**config.mk**
```make
export PLATFORM = sky130hd
export DESIGN_NAME = vga_command_sequencer
export DESIGN_NICKNAME = d
export VERILOG_FILES = /design/src/rtl/vga_command_sequencer.sv
export SDC_FILE = /design/constraint.sdc
export NUM_CORES = 1
export LEC_CHECK = 0
export CAP_MARGIN = 20
export CORE_MARGIN = 2
export CORE_UTILIZATION = 52
export CTS_CLUSTER_SIZE = 30
export DETAILED_ROUTE_END_ITERATION = 10
export PLACE_DENSITY = 0.78
export SLEW_MARGIN = 0
export SYNTH_ARGS = -nofsm -noshare
export SYNTH_HDL_FRONTEND = slang
export SYNTH_SLANG_ARGS = --single-unit
```
**constraint.sdc**
```tcl
create_clock -name clk -period 6.53 [get_ports clk]
set_input_delay 1.306 -clock clk [delete_from_list [all_inputs] [get_ports clk]]
set_output_delay 1.306 -clock clk [all_outputs]
set_load 0.01 [all_outputs]
```
**src/rtl/vga_command_sequencer.sv**
```systemverilog
// Drawing-command engine: sequences framebuffer/palette write strobes one per clk
// and flips the front-buffer select on the first frame pulse after a swap request.
module vga_command_sequencer #(
  parameter int unsigned FB_WIDTH          = 160,
  parameter int unsigned FB_HEIGHT         = 120,
  parameter int unsigned FB_ADDRESS_WIDTH  = 15,
  parameter int unsigned COLOR_INDEX_WIDTH = 8,
  parameter int unsigned COLOR_WIDTH       = 24
) (
  input  logic                         clk,
  input  logic                         reset,
  input  logic                         cmd_valid,
  output logic                         cmd_ready,
  input  logic [1:0]                   cmd_op,
  input  logic [7:0]                   cmd_x,
  input  logic [6:0]                   cmd_y,
  input  logic [7:0]                   cmd_w,
  input  logic [6:0]                   cmd_h,
  input  logic [COLOR_INDEX_WIDTH-1:0] cmd_index,
  input  logic [COLOR_WIDTH-1:0]       cmd_rgb,
  input  logic                         frame_sys,
  output logic                         fb_write,
  output logic [FB_ADDRESS_WIDTH-1:0]  fb_address,
  output logic [COLOR_INDEX_WIDTH-1:0] fb_data,
  output logic                         pl_write,
  output logic [COLOR_INDEX_WIDTH-1:0] pl_address,
  output logic [COLOR_WIDTH-1:0]       pl_data,
  output logic                         current_frame,
  output logic                         busy
);

  localparam int unsigned AW = FB_ADDRESS_WIDTH;
  localparam logic [1:0] OP_SWAP = 2'd0;
  localparam logic [1:0] OP_PLOT = 2'd1;
  localparam logic [1:0] OP_FILL = 2'd2;

  typedef enum logic [1:0] {
    S_IDLE      = 2'd0,
    S_SWAP_WAIT = 2'd1,
    S_FILL      = 2'd2,
    S_PAL       = 2'd3
  } state_t;

  state_t         r_state;
  logic [7:0]     r_x_start;
  logic [7:0]     r_x_last;
  logic [6:0]     r_y_last;
  logic [7:0]     r_col;
  logic [6:0]     r_row;
  logic           r_empty;
  logic [AW-1:0]  r_row_step;

  logic           w_accept;
  logic [7:0]     w_w;
  logic [6:0]     w_h;
  logic [8:0]     w_x_sum;
  logic [7:0]     w_y_sum;
  logic [7:0]     w_x_end;
  logic [6:0]     w_y_end;
  logic           w_empty;
  logic [AW-1:0]  w_start_addr;
  logic [AW-1:0]  w_row_step;

  assign cmd_ready = (r_state == S_IDLE);
  assign busy      = ~cmd_ready;
  assign w_accept  = cmd_valid && cmd_ready;

  // Clip the requested rectangle against the framebuffer at accept time
  assign w_w          = (cmd_op == OP_PLOT) ? 8'd1 : cmd_w;
  assign w_h          = (cmd_op == OP_PLOT) ? 7'd1 : cmd_h;
  assign w_x_sum      = 9'(cmd_x) + 9'(w_w);
  assign w_y_sum      = 8'(cmd_y) + 8'(w_h);
  assign w_x_end      = (w_x_sum > 9'(FB_WIDTH))  ? 8'(FB_WIDTH)  : w_x_sum[7:0];
  assign w_y_end      = (w_y_sum > 8'(FB_HEIGHT)) ? 7'(FB_HEIGHT) : w_y_sum[6:0];
  assign w_empty      = (cmd_x >= 8'(FB_WIDTH)) || (cmd_y >= 7'(FB_HEIGHT)) ||
                        (w_w == 8'd0) || (w_h == 7'd0);
  assign w_start_addr = AW'(cmd_y) * AW'(FB_WIDTH) + AW'(cmd_x);
  assign w_row_step   = AW'(FB_WIDTH) - AW'(w_x_end - cmd_x) + AW'(1);

  always_ff @(posedge clk or posedge reset) begin
    if (reset) begin
      r_state       <= S_IDLE;
      r_x_start     <= '0;
      r_x_last      <= '0;
      r_y_last      <= '0;
      r_col         <= '0;
      r_row         <= '0;
      r_empty       <= 1'b0;
      r_row_step    <= '0;
      fb_write      <= 1'b0;
      fb_address    <= '0;
      fb_data       <= '0;
      pl_write      <= 1'b0;
      pl_address    <= '0;
      pl_data       <= '0;
      current_frame <= 1'b0;
    end else begin
      case (r_state)
        S_IDLE: begin
          if (w_accept) begin
            if (cmd_op == OP_SWAP) begin
              r_state <= S_SWAP_WAIT;
            end else if (cmd_op == OP_PLOT || cmd_op == OP_FILL) begin
              r_state    <= S_FILL;
              r_empty    <= w_empty;
              r_x_start  <= cmd_x;
              r_x_last   <= w_x_end - 8'd1;
              r_y_last   <= w_y_end - 7'd1;
              r_col      <= cmd_x;
              r_row      <= cmd_y;
              r_row_step <= w_row_step;
              fb_write   <= ~w_empty;
              if (!w_empty) begin
                fb_address <= w_start_addr;
                fb_data    <= cmd_index;
              end
            end else begin
              r_state    <= S_PAL;
              pl_write   <= 1'b1;
              pl_address <= cmd_index;
              pl_data    <= cmd_rgb;
            end
          end
        end
        S_SWAP_WAIT: begin
          if (frame_sys) begin
            current_frame <= ~current_frame;
            r_state       <= S_IDLE;
          end
        end
        S_FILL: begin
          // Address tracks row*FB_WIDTH+col incrementally; wrap jumps to next row start
          if (r_empty || (r_col == r_x_last && r_row == r_y_last)) begin
            fb_write <= 1'b0;
            r_state  <= S_IDLE;
          end else if (r_col == r_x_last) begin
            r_col      <= r_x_start;
            r_row      <= r_row + 7'd1;
            fb_address <= fb_address + r_row_step;
          end else begin
            r_col      <= r_col + 8'd1;
            fb_address <= fb_address + AW'(1);
          end
        end
        S_PAL: begin
          pl_write <= 1'b0;
          r_state  <= S_IDLE;
        end
        default: r_state <= S_IDLE;
      endcase
    end
  end

endmodule

```
Yosys cells after proc, flatten, opt, wreduce, memory -nomap -nowiden
Cells that the tools add are included.

cells by class
  $add $sub $neg = 12
  multiply operators = 1
  div/mod/pow operators = 0
  order comparisons = 4
  eq/ne operators = 16
  shift-type cells = 0
  muxes and demuxes = 38
  bitwise operators = 5
  reductions and logical operators = 23

operators with widths
  operator                 number
  $mux W15                 6
  $mux W8                  7
  $mux W7                  7
  $pmux W15 S2             1
  $pmux W8 S2              1
  $add A15 B1 Y15 const B  1
  $add A15 B15 Y15         1
  $add A15 B8 Y15          1
  $reduce_and A5 Y1        3
  $ne A2 B2 Y1 const B     7
  $pmux W7 S2              1
  $reduce_and A4 Y1        3
  $reduce_and A6 Y1        2
  $add A10 B2 Y11 const B  1
  $mul A7 B3 Y10 const B   1
  $sub A9 B9 Y10 const A   1
  $add A8 B8 Y9            1
  $gt A9 B8 Y1 const B     1
  $sub A8 B8 Y9            1
  $add A7 B7 Y8            1
  $add A8 B1 Y8 const B    1
  $eq A8 B8 Y1             1
  $ge A8 B8 Y1 const B     1
  $gt A8 B7 Y1 const B     1
  other kinds (21)         47

word-level totals
  bits in registers = 114
  bits in latches = 0
  RAM bits = 0
  bits in read-only memories = 0
  bits of input ports = 68
  output and inout bits = 60
  logic and storage cells = 114
  memories = 0

Depth between registers and ports, before layout
Gate-level depths: netlist of run 1.

  word-level depth = 10
  gate-level depth with buffers = 22
  depth with buffers taken out = 22

Worst setup path before layout of run 1
No wires, ideal clock.

  path kind = input to register
  start point = in cmd_op[1]
  end point = reg r_row_step[8]
  setup time = 132 ps
  arrival time = 5714 ps
  required time = 6398 ps
  path slack = 684 ps
  stages on the path = 22
  buffers on the path = 1
  cells stage by stage = inv_1 ha_1 clkbuf_1 nor2b_1 ha_1 a211oi_4 nor3_1 mux2_4 nor3_1 a21o_2 nand2_1 inv_1 ha_1 nor2b_1 o21ai_0 a21oi_1 o41a_4 or3_1 o211ai_1 a21oi_2 xnor2_1 o21ai_1

between the ends
  longest elaborated chain between the ends = 8

RTL lines
  what                  line     source
  from (decl)           14       input logic [1:0] cmd_op,
  $eq A2 B1 Y1          69, 103
  $mux W8               69       assign w_w = (cmd_op == OP_PLOT) ? 8'd1 : cmd_w;
  $add A8 B8 Y9         71       assign w_x_sum = 9'(cmd_x) + 9'(w_w);
  $gt A9 B8 Y1          73       assign w_x_end = (w_x_sum > 9'(FB_WIDTH)) ? 8'(FB_WIDTH) : w_x_sum[7:0];
  $mux W8               73
  $sub A8 B8 Y9         78       assign w_row_step = AW'(FB_WIDTH) - AW'(w_x_end - cmd_x) + AW'(1);
  $sub A9 B9 Y10        78
  $add A10 B2 Y11       78
  to (signal assigned)  111      r_row_step <= w_row_step;
  to (decl)             51       logic [AW-1:0] r_row_step;

Parallel ways exist; a longest one is shown, timed or not.
A chain may end at the register's enable or synchronous reset.

Worst setup path in the final report of run 1
Same ends and word-level chain as after synthesis.

==> results_dict.tcl, run 1 <==
set metrics [dict create \
    status "finished clean" \
    setup_viol 0 \
    rr_endpoint "fb_address[14]" \
    first_iter_violations 353 \
    reg2reg_depth 15 \
    power.total_mw 3.730 \
    period_share_pct 93.61 \
    yosys_register_bits 110 \
    totalWireLength_um 18770 \
    critPathArrivalTime_ns 6.34 \
    num_rows 43 \
    synth_fa_ha_area_share_pct 11.07 \
    ioPinCount 128 \
    cts_buffers 9 \
    cp_cell_sequence "clkdlybuf4s50_1, inv_1, ha_1, buf_4, nor2b_1, ha_1, a211oi_4, buf_4, nor3b_2, o221ai_2, a21oi_1, a21o_2, nand2_1, inv_1, ha_1, nor2b_1, o21ai_1, a21oi_1, o41a_4, or3_1, o211ai_1, a21oi_2, xnor2_1, o21ai_1" \
    path_delay_family "compound AO/OA/AOI/OAI gates" \
    reg2reg_slack_ns 2.59 \
    die-area_um2 15450 \
    coreArea_um2 13990 \
    route.met2.wl_um 9539 \
    drtPass1Iterations 5 \
    worst-setup-path-type "input pin to flip-flop" \
    clock.fmax_mhz 163.6 \
    cpPeakStageDelay_ns 0.51 \
    min_from "r_row_step[6]" \
    critPathLaunch "cmd_op[1]" \
    yosysWarnings 0 \
    port_buffers 127 \
    ant_nets 0 \
    tightestPinTransition_ns 1.008 \
    slowest_stage "o41a_4" \
    grt_max_degree 70 \
    root_buffer "clkbuf_16" \
    synth_compound_area_share_pct 17.37 \
    synthTopCellsByArea "dfrtp_1 37%, ha_1 9.5%, mux2_2 6.6%" \
    cts_buffer_depth 2 \
    dp_hpwl_um 14380 \
    post-route-drc-count 0 \
    synth_area_um2 7527 \
    synthCells 807 \
    clk_pin_slew_ns 0.07 \
    crit_top_cell "ha_1" \
    grt.total_usage_pct 24.74 \
    synthSimpleGateAreaFrac_pct 16.22 \
    wl_per_cell_um 16.73 \
    n_antenna_cell 0 \
    skew_ns 0.009077 \
    p_leak_nw 4.142 \
    grt_remaining_overflow 0 \
    gp_congestion 0.8903 \
    synth_edf_count 0 \
    cp_max_fo 14 \
    grt_pass1_vias 6173 \
    syn_avg_cell_area_um2 9.327 \
    rsz0062_at_grt "no" \
    worst_setup_path_end_kind "flip-flop" \
    areaGrowthSynthToFinish_pct 24.72 \
    synth_top_cell_by_area "dfrtp_1" \
    worstSkewPairLatency_ns 0.36 \
    cp.depth 24 \
    wl_met1_um 8398 \
    met3WireLength_um 548 \
    via_per_inst 5.644 \
    synthXorXnorAreaFrac_pct 8.228 \
    layoutNonFillerInstCount 1122 \
    cp-start-kind "input pin" \
    post-place-ws_ns -0.05074 \
    crit_buf_inv 5 \
    ir_worst_vdd_uv 234.7 \
    top_layer_used "met4" \
    ctsHtreeMaxLevel 3 \
    holdPathEnd "r_row_step[6]" \
    min_period_ns 6.113 \
    worstHoldPathCells 2 \
    antenna_found_initial 0 \
    cts.hold.buffers_added 0 \
    syn_nets 938 \
    vias 6333 \
    finalNetCount 1068 \
    place_area_um2 9059 \
    max_cap_viol_count 0 \
    synthMuxAreaShare_pct 7.048 \
    ys_seq_area_share_pct 36.57 \
    async_flop_share_pct 100.0 \
    grt_pass1_wl_um 31340 \
    relSlewSlack_pct 32.79 \
    synthFlopType "dfrtp_1" \
    synth_top_family_by_area "compound AO/OA/AOI/OAI gates" \
    synth_top_area_share_pct 36.57 \
    dpl.cell_count 1105 \
    postLayoutCellArea_um2 9388 \
    clock-sinks 110 \
    die_w_um 124.3 \
    die-height_um 124.3 \
    critical_path_required_ns 6.76 \
    setup_slack_ns 0.4175 \
    drive_gt1_share_pct 11.78 \
    slew_violations 0 \
    start_util_pct 53.81 \
    power_density_nw_per_um2 397.3 \
    hp-class "flip-flop to flip-flop" \
    finalHoldViolCount 0 \
    cts_tree "yes" \
    yosysUniqueCellTypes 74 \
    r2r_start "r_col[7]" \
]
==> timing repair <==
action                                  CTS  global route
gates resized for setup                   0             2
buffers inserted                          0             0
endpoints found under the setup margin    0             5
==> routing by layer <==
layer,vias to the layer above,global-route usage (%)
li1,3119,-
met1,3080,32.91
met2,112,43.07
met3,22,3.222
met4,0,5.816
met5,-,0
==> worst min-delay path, stage by stage, from the launching register on <==
cell	delay, ns
dfrtp_1	0.35
nand2_1	0.05
o21ai_1	0.06
==> layout by cell type (no fill, tap or decap), types with 8 or more instances in the layout <==
cell and count:
a21o_1 9, inv_1 42, nand2_1 71, and2_1 10
mux2_2 44, dfrtp_1 110, xnor2_1 42, nand3_1 11
buf_4 18, nor2b_1 19, clkdlybuf4s50_1 127, o21ai_1 8
xor2_1 25, and3_1 8, clkbuf_16 9, nor3_1 15
or3_1 9, o21bai_1 8, a21oi_1 59, a31oi_1 14
o21ai_0 43, nor2_1 70, ha_1 57
==> cell usage after synthesis (9+ instances only) <==
library cell / n
mux2_2: 44
nand3_1: 11
xnor2_1: 42
a21o_1: 9
nor3_1: 16
or3_1: 9
xor2_1: 25
ha_1: 57
dfrtp_1: 110
and2_1: 10
a31oi_1: 14
nor2b_1: 20
clkbuf_1: 22
inv_1: 43
o21ai_0: 44
nor2_1: 70
a21oi_1: 59
nand2_1: 71
==> worst max-delay path by stage <==
| stage | slack [ns] | endpoint |
|---|---|---|
| detailed placement | -0.05 | r_row_step[8] |
| global route | 0.04 | r_row_step[8] |
| floorplan | 0.68 | r_row_step[8] |
| CTS | 0.25 | r_row_step[8] |
| finish | 0.42 | r_row_step[8] |
| global placement | 0.05 | r_row_step[8] |
==> sequential cells by signal (all words and copies together), names as in the netlist, 2 cells and up <==
| signal | count |
|---|---|
| pl_data | 24 |
| r_x_start | 8 |
| fb_data | 8 |
| r_col | 8 |
| pl_address | 8 |
| r_row_step | 11 |
| r_row | 7 |
| fb_address | 15 |
| r_x_last | 8 |
| r_state | 2 |
| r_y_last | 7 |
==> cell families (layout without fill, tap and decap cells) <==
kind of cell / after synthesis / in the layout
AO/OA/AOI/OAI: 196 / 196
XOR/XNOR: 69 / 69
adder cells (fa/ha/maj): 63 / 63
buffers and inverters: 70 / 205
flip-flops: 110 / 110
multiplexers: 47 / 47
AND/OR/NAND/NOR: 252 / 252
==> stage by stage <==
step | setup TNS (ns) | hold WS, ns | util (%)
detailed placement | -0.05074 | 0.4588 | 64.76
global route | 0 | 0.5065 | 67.11
finish | 0 | 0.4921 | 67.11
global placement | 0 | 0.4564 | 64.76
CTS | 0 | 0.4833 | 67.02
floorplan | 0 | 0.4374 | -
==> final cells by class <==
type                       count  area [um^2]
fill                        1110         4601
multi-input combinational    627         4519
sequential                   110         2753
timing repair buffer         145         1406
clock buffer                   9        225.2
tap                          180        225.2
inverter                      44        167.7
clock inverter                 7        91.34
==> power breakdown <==
part           switching, mW  internal, mW
sequential             0.256          1.01
clock                  0.277         0.307
combinational          0.920         0.958
total                   1.45          2.28
(Power assumes the default switching activity.)
==> inputs of run 2 (changes only) <==
--- a/config.mk
+++ b/config.mk
@@ -6,7 +6,7 @@
 export NUM_CORES = 1
 export LEC_CHECK = 0
 export CAP_MARGIN = 20
-export CORE_MARGIN = 2
+export CORE_MARGIN = 8
 export CORE_UTILIZATION = 52
 export CTS_CLUSTER_SIZE = 30
 export DETAILED_ROUTE_END_ITERATION = 10
==> results_dict.tcl, run 2 (same netlist as run 1, synthesis figures left out) <==
set metrics [dict create \
    setup_slack_ns 0.3572 \
    die_w_um 136.3 \
    grt_max_degree 72 \
    vias 6234 \
    cp_max_fo 7 \
    finalNetCount 1066 \
    cts_buffer_depth 2 \
    hold_slack_ns 0.4651 \
    wl_per_cell_um 17.22 \
    crit_buf_inv 3 \
    status "finished clean" \
    coreArea_um2 14310 \
    fin_setup_tns_ns 0 \
    tightestPinTransition_ns 1.001 \
    finish.utilization_pct 65.52 \
    via_per_inst 5.546 \
    cp_cell_sequence "clkdlybuf4s50_1, inv_1, ha_1, or2_1, ha_1, fa_1, a21oi_1, o21a_1, o211a_1, a21oi_1, a21o_2, buf_4, and2_1, ha_1, and3_1, nand2_1, nor4_2, o41a_4, or3_1, o211ai_1, a21oi_2, xnor2_1, o21ai_1" \
    clk_pin_slew_ns 0.07 \
    cpPeakStageDelay_ns 0.48 \
    power.total_mw 3.735 \
    critPathArrivalTime_ns 6.40 \
    top_register "pl_data" \
    gp_congestion 0.9058 \
    antenna_found_initial 0 \
    skew_ns 0.01597 \
    areaGrowthSynthToFinish_pct 24.58 \
    power_density_nw_per_um2 398.3 \
    first_iter_violations 390 \
    n_antenna_cell 0 \
    cp-start-kind "input pin" \
    largest_reg_flops 24 \
    cts_tree "yes" \
    start_util_pct 52.59 \
    grt_pass1_vias 6386 \
    postCtsSetupBuffers 0 \
    slew_violations 0 \
    crit_top_cell "ha_1" \
    postCtsResizedCells 0 \
    final_cell_mix "127 x clkdlybuf4s50_1, 110 x dfrtp_1, 71 x nand2_1, 70 x nor2_1, 59 x a21oi_1" \
    dp_hpwl_um 15170 \
    grt_remaining_overflow 0 \
    worst_setup_path_end_kind "flip-flop" \
    clock-sinks 110 \
    cts_buffers 9 \
    max_cap_viol_count 0 \
    period_share_pct 94.53 \
    ant_nets 0 \
    clock.fmax_mhz 162.0 \
    top_regs "pl_data (24), fb_address (15), r_row_step (11)" \
    p_leak_nw 4.131 \
    cts.hold.buffers_added 0 \
    nFillCells 1164 \
    hp-class "flip-flop to flip-flop" \
    totalWireLength_um 19360 \
    min_period_ns 6.173 \
    ctsHtreeMaxLevel 3 \
    num_rows 44 \
    relSlewSlack_pct 33.00 \
    finalHoldViolCount 0 \
    ioPinCount 128 \
    postLayoutCellArea_um2 9378 \
    grt_pass1_wl_um 32050 \
    dpl.cell_count 1108 \
    worst-setup-path-type "input pin to flip-flop" \
    seq_area_um2 2753 \
    setup_viol 0 \
    die-height_um 136.3 \
    post-route-drc-count 0 \
    grt.total_usage_pct 21.46 \
    critical_path_required_ns 6.76 \
    drive_gt1_share_pct 11.49 \
    mostFrequentLayoutCell "clkdlybuf4s50_1" \
    slowest_stage "clkdlybuf4s50_1" \
    place_area_um2 9060 \
    post-place-ws_ns -0.03009 \
    multi_input_area_um2 4514 \
    root_buffer "clkbuf_16" \
    port_buffers 127 \
    rsz0062_at_grt "no" \
    worstSkewPairLatency_ns 0.36 \
    layoutNonFillerInstCount 1124 \
    die-area_um2 18580 \
    drtPass1Iterations 5 \
    path_delay_family "compound AO/OA/AOI/OAI gates" \
    ir_worst_vdd_uv 192.1 \
]
## run 2: routing by layer
metal  part of all wire, %  GRT usage, %
met3                   3.7         3.548
met4                   2.3         6.772
met2                    51         37.59
met1                    43         26.33
met5                     0             0
## run 2: layout make-up
type                    count  share of cell area [%]
multi-input cells         627                   48.14
clock inverters             5                  0.6938
flip-flops and latches    110                   29.35
well taps                 184                   2.455
inverters                  44                   1.788
repair buffers            143                   14.88
clock buffers              11                   2.695
## run 2: worst paths after layout
check | start | to | slack [ns] | cells after the start
hold / removal | current_frame | current_frame | 0.47 | 1
hold reg to reg | current_frame | current_frame | 0.47 | 1
max in group asynchronous | reset | r_row[0] | 3.98 | 3
setup reg to reg | r_col[5] | fb_address[14] | 2.15 | 14
setup / recovery | cmd_op[1] | r_row_step[8] | 0.36 | 23
min in group asynchronous | reset | fb_data[5] | 1.48 | 2
## run 2: worst register-to-register path, cell delays in order, from the launching register on
cell	delay (ns)
dfrtp_1	0.48
xnor2_1	0.21
nand4_1	0.18
nor2_2	0.77
and2_1	0.24
ha_1	0.26
nor2b_1	0.14
o21ai_0	0.22
a21boi_1	0.14
o211a_1	0.24
o2111ai_1	0.26
a31oi_1	0.20
or4_1	0.41
and3_1	0.19
a311o_1	0.35
## run 2: power by group
| group | internal, mW | switching (mW) |
|---|---|---|
| Combinational | 0.955 | 0.922 |
| Clock | 0.323 | 0.265 |
| Sequential | 1.01 | 0.258 |
| Total | 2.29 | 1.45 |
==> inputs of run 3 (changes only) <==
--- a/config.mk
+++ b/config.mk
@@ -6,8 +6,10 @@
 export NUM_CORES = 1
 export LEC_CHECK = 0
 export CAP_MARGIN = 20
+export CORE_ASPECT_RATIO = 1.5
 export CORE_MARGIN = 8
 export CORE_UTILIZATION = 52
+export CTS_BUF_LIST = sky130_fd_sc_hd__clkbuf_4 sky130_fd_sc_hd__clkbuf_8
 export CTS_CLUSTER_SIZE = 30
 export DETAILED_ROUTE_END_ITERATION = 10
 export PLACE_DENSITY = 0.78
==> results_dict.tcl, run 3 (same netlist as run 1, synthesis figures left out) <==
set metrics [dict create \
    status "finished clean" \
    totalWireLength_um 19020 \
    cts_buffer_depth 2 \
    power.total_mw 3.600 \
    ioPinCount 128 \
    root_buffer "clkbuf_8" \
    critical_path_required_ns 6.78 \
    wl_per_cell_um 16.77 \
    period_share_pct 95.44 \
    grt_pass1_wl_um 31550 \
    grt_max_degree 78 \
    relSlewSlack_pct 18.81 \
    worst-setup-path-type "input pin to flip-flop" \
    finalNetCount 1065 \
    grt_remaining_overflow 0 \
    mostFrequentLayoutCell "clkdlybuf4s50_1" \
    worst_setup_path_end_kind "flip-flop" \
    postLayoutCellArea_um2 9294 \
    crit_top_cell "ha_1" \
    drtPass1Iterations 5 \
    min_from "r_row_step[2]" \
    antenna_found_initial 0 \
    holdPathEnd "r_row_step[2]" \
    drive_gt1_share_pct 11.51 \
    finalHoldViolCount 0 \
    setup_viol 0 \
    p_leak_nw 4.089 \
    final_cell_mix "127 x clkdlybuf4s50_1, 110 x dfrtp_1, 71 x nand2_1, 70 x nor2_1, 58 x a21oi_1" \
    cp-start-kind "input pin" \
    path_delay_family "compound AO/OA/AOI/OAI gates" \
    grt.total_usage_pct 21.12 \
    crit_buf_inv 3 \
    cpPeakStageDelay_ns 0.49 \
    clk_pin_slew_ns 0.09 \
    min_period_ns 6.232 \
    max_cap_viol_count 0 \
    die-area_um2 18660 \
    gp_congestion 0.8864 \
    place_area_um2 9056 \
    grt_pass1_vias 6577 \
    post-route-drc-count 0 \
    tightestPinTransition_ns 1.202 \
    dp_hpwl_um 15020 \
    worstSkewPairLatency_ns 0.38 \
    start_util_pct 52.55 \
    coreArea_um2 14320 \
    rr_endpoint "fb_address[14]" \
    areaGrowthSynthToFinish_pct 23.47 \
    cts_tree "yes" \
    n_antenna_cell 0 \
    first_iter_violations 301 \
    largest_reg_flops 24 \
    die-height_um 163.4 \
    power_density_nw_per_um2 387.3 \
    cp_max_fo 7 \
    top_regs "pl_data (24), fb_address (15), r_row_step (11)" \
    clock.fmax_mhz 160.5 \
    vias 6364 \
    top_register "pl_data" \
    port_buffers 127 \
    num_rows 54 \
    cts_buffers 9 \
    rsz0062_at_grt "no" \
    hold_slack_ns 0.4703 \
    cp_cell_sequence "clkdlybuf4s50_1, inv_1, ha_1, or2_1, ha_1, fa_1, a21oi_1, o21a_1, o211a_1, a21oi_2, a21o_2, buf_4, and2_1, ha_1, and3_1, nand2_1, nor4_2, o41a_4, or3_1, o211ai_1, a21oi_2, xnor2_1, o21ai_1" \
    skew_ns 0.01567 \
    ant_nets 0 \
    critPathArrivalTime_ns 6.48 \
    ctsHtreeMaxLevel 3 \
    postCtsSetupBuffers 0 \
    via_per_inst 5.612 \
    cp.depth 23 \
    hp-class "flip-flop to flip-flop" \
    die_w_um 114.2 \
    worstHoldPathCells 2 \
    slew_violations 0 \
    ir_worst_vdd_uv 147.9 \
    r2r_start "r_col[0]" \
    cts.hold.buffers_added 0 \
    clock-sinks 110 \
    reg2reg_slack_ns 2.58 \
    reg2reg_depth 15 \
    slowest_stage "clkdlybuf4s50_1" \
]
[run 3: worst register-to-register path, delay by kind of cell, from the launching register on]
| family | cells | cell delay, ns |
|---|---|---|
| compound gates | 6 | 1.38 |
| flops | 1 | 0.48 |
| buf+inv | 1 | 0.08 |
| fa+ha+maj | 2 | 0.44 |
| simple gates | 5 | 1.28 |
| xor+xnor | 1 | 0.21 |
[run 3: worst max path at each step]
stage | startpoint | slack, ns | to
3_5_place_dp | cmd_op[1] | -0.12 | r_row_step[8]
5_1_grt | cmd_op[1] | 0.06 | r_row_step[8]
6_report | cmd_op[1] | 0.30 | r_row_step[8]
3_3_place_gp | cmd_op[1] | -0.03 | r_row_step[8]
2_1_floorplan | cmd_op[1] | 0.68 | r_row_step[8]
4_1_cts | cmd_op[1] | 0.26 | r_row_step[8]
[run 3: where the power goes]
group / switching (mW) / total (mW) / internal (mW) / leakage, nW
clock: 0.221 / 0.456 / 0.234 / 0.113
combinational: 0.919 / 1.88 / 0.958 / 2.66
sequential: 0.257 / 1.27 / 1.01 / 1.31
[run 3: stage by stage]
step,cells,setup WS [ns],TNS (ns),utilization [%]
2_1_floorplan,807,0.6845,0,-
3_3_place_gp,1118,-0.02814,-0.02814,63.22
3_5_place_dp,1118,-0.1225,-0.1907,63.22
4_1_cts,1133,0.2580,0,64.77
5_1_grt,1134,0.06321,0,64.88
6_report,1134,0.2977,0,64.88
[run 3: layer usage]
layer,track usage (%),share of wire (%),vias to the layer above
met2,38.65,52,186
met3,3.035,5.0,30
li1,-,-,3082
met1,23.53,41,3066
met5,0,0,-
met4,9.605,2.5,0
[run 3: what timing repair did]
action / in CTS / in global routing
gates resized for setup: 0 / 3
setup endpoints to repair: 0 / 5
hold endpoints to repair: 0 / 0
[run 3: layout make-up]
type / instances / area, um^2
clock buffer: 12 / 152.6
clock inverter: 3 / 68.82
fill: 1227 / 5030
inverter: 44 / 167.7
multi-input combinational: 627 / 4523
sequential: 110 / 2753
tap: 196 / 245.2
timing repair buffer: 142 / 1384
==> RTL edit (flow settings as in run 1) <==
Re-encode `state_t` (4 states) as one-hot, 4 bits wide.
--- a/src/rtl/vga_command_sequencer.sv
+++ b/src/rtl/vga_command_sequencer.sv
@@ -34,11 +34,11 @@
   localparam logic [1:0] OP_PLOT = 2'd1;
   localparam logic [1:0] OP_FILL = 2'd2;
 
-  typedef enum logic [1:0] {
-    S_IDLE      = 2'd0,
-    S_SWAP_WAIT = 2'd1,
-    S_FILL      = 2'd2,
-    S_PAL       = 2'd3
+  typedef enum logic [3:0] {
+    S_IDLE      = 4'b0001,
+    S_SWAP_WAIT = 4'b0010,
+    S_FILL      = 4'b0100,
+    S_PAL       = 4'b1000
   } state_t;
 
   state_t         r_state;
Check against the original RTL: same outputs for any inputs over 4 cycles, from zero or initial values and one cycle with reset high; so few cycles prove little.
==> RTL edit against run 1 <==
Die area about the same. Power down 5.0%. Area after synthesis about the same. Routed wire length decreased by 2.8%. Count of clock-buffer cells in the layout grew 1. Sequential cell count up 2. Hold slack worse by 0.018 ns. Setup slack worse by 0.070 ns. Design area down 0.83%.
==> RTL edit: results (changes against run 1) <==
status: "finished, final reports clean"
min_period_over_period: 0.947  # +0.0107
power.clock.fraction: 0.161  # +0.004
routabilityCongestion: 0.956  # +7.4%
layout-drive-gt1-share: 0.106  # -0.0120
drt-total-wl_mm: 18.3  # -2.8%
synth_fa_ha_area_frac: 0.111  # about the same
synth-xor-area-share: 0.0791  # -0.00321
synth_mux_area_frac: 0.0816  # +0.0111
dr_wl_met3_mm: 1.59  # +190%
dp_slack_ns: 0.0408  # +0.0916 ns
swShare: 0.378  # -0.0114
grt.met3_usage: 0.0889  # +0.0567
crit_fanout: 3  # -11
drt-initial-drc-count: 290  # -18%
met2_length_mm: 8.34  # -13%
p_leak_nw: 4.22  # +1.9%
grt_usage: 0.243  # -0.00457
power_frac_seq: 0.356  # +0.016
dp_hpwl_mm: 14.0  # -2.5%
r2r_cells: 16  # +1
ir_worst_vdd_v: 0.000265  # +13%
post_drt_via_cell_ratio: 5.62  # -0.42%
hp-start: "r_row_step[3]"
holdWs_ns: 0.474  # -0.0179 ns
synth_area_leaders: "dfrtp_1 37%, ha_1 9.5%, mux2_2 7.6%, xnor2_1 4.7%, o21ai_0 4.0%"
power_density_mw_per_mm2: 381  # -4.2%
final_nets: 1061  # -0.66%
RTL edit: final cells by class:
class / count / share of cell area
Clock buffer: 10 / 0.0257
Clock inverter: 6 / 0.00699
Inverter: 49 / 0.0200
Multi-Input combinational cell: 620 / 0.477
Sequential cell: 112 / 0.301
Tap cell: 180 / 0.0242
Timing Repair Buffer: 138 / 0.145
RTL edit: worst max-delay path by stage:
stage                   start            end
global placement    cmd_op[1]  r_row_step[7]
detailed placement  cmd_op[1]  r_row_step[8]
finish              cmd_op[1]  r_row_step[8]
global route        cmd_op[1]  r_row_step[8]
CTS                 cmd_op[1]  r_row_step[8]
floorplan           cmd_op[1]  r_row_step[7]
RTL edit: worst max-delay path, cell delays in order:
cell             delay, ns
clkdlybuf4s50_1       0.48
inv_1                 0.06
ha_1                  0.19
or2_2                 0.33
ha_1                  0.21
inv_1                 0.07
fa_1                  0.24
nor2b_4               0.06
o2111a_1              0.25
or4_4                 0.50
a22oi_2               0.22
nand2_1               0.09
a21oi_1               0.19
nand2b_1              0.10
inv_1                 0.10
ha_1                  0.24
nor2b_1               0.13
o21ai_0               0.18
o41ai_1               0.14
a31oi_1               0.19
nor3b_1               0.39
o2111ai_1             0.22
a21oi_1               0.27
o41a_1                0.15
o21ai_1               0.06
RTL edit: stage by stage:
stage | std cells | power (mW)
after floorplan | 809 | 2.29
after global placement | 1099 | 2.94
after detailed placement | 1099 | 2.98
after CTS | 1115 | 3.57
after global routing | 1115 | 3.82
final | 1115 | 3.54
RTL edit: logic make-up (layout without fill, tap and decap cells):
family                   count (synthesis)  in the layout
adder cells (fa/ha/maj)                 63             63
flip-flops                             112            112
AND/OR/NAND/NOR                        236            236
buffers and inverters                   77            203
XOR/XNOR                                68             68
multiplexers                            55             55
AO/OA/AOI/OAI                          198            198
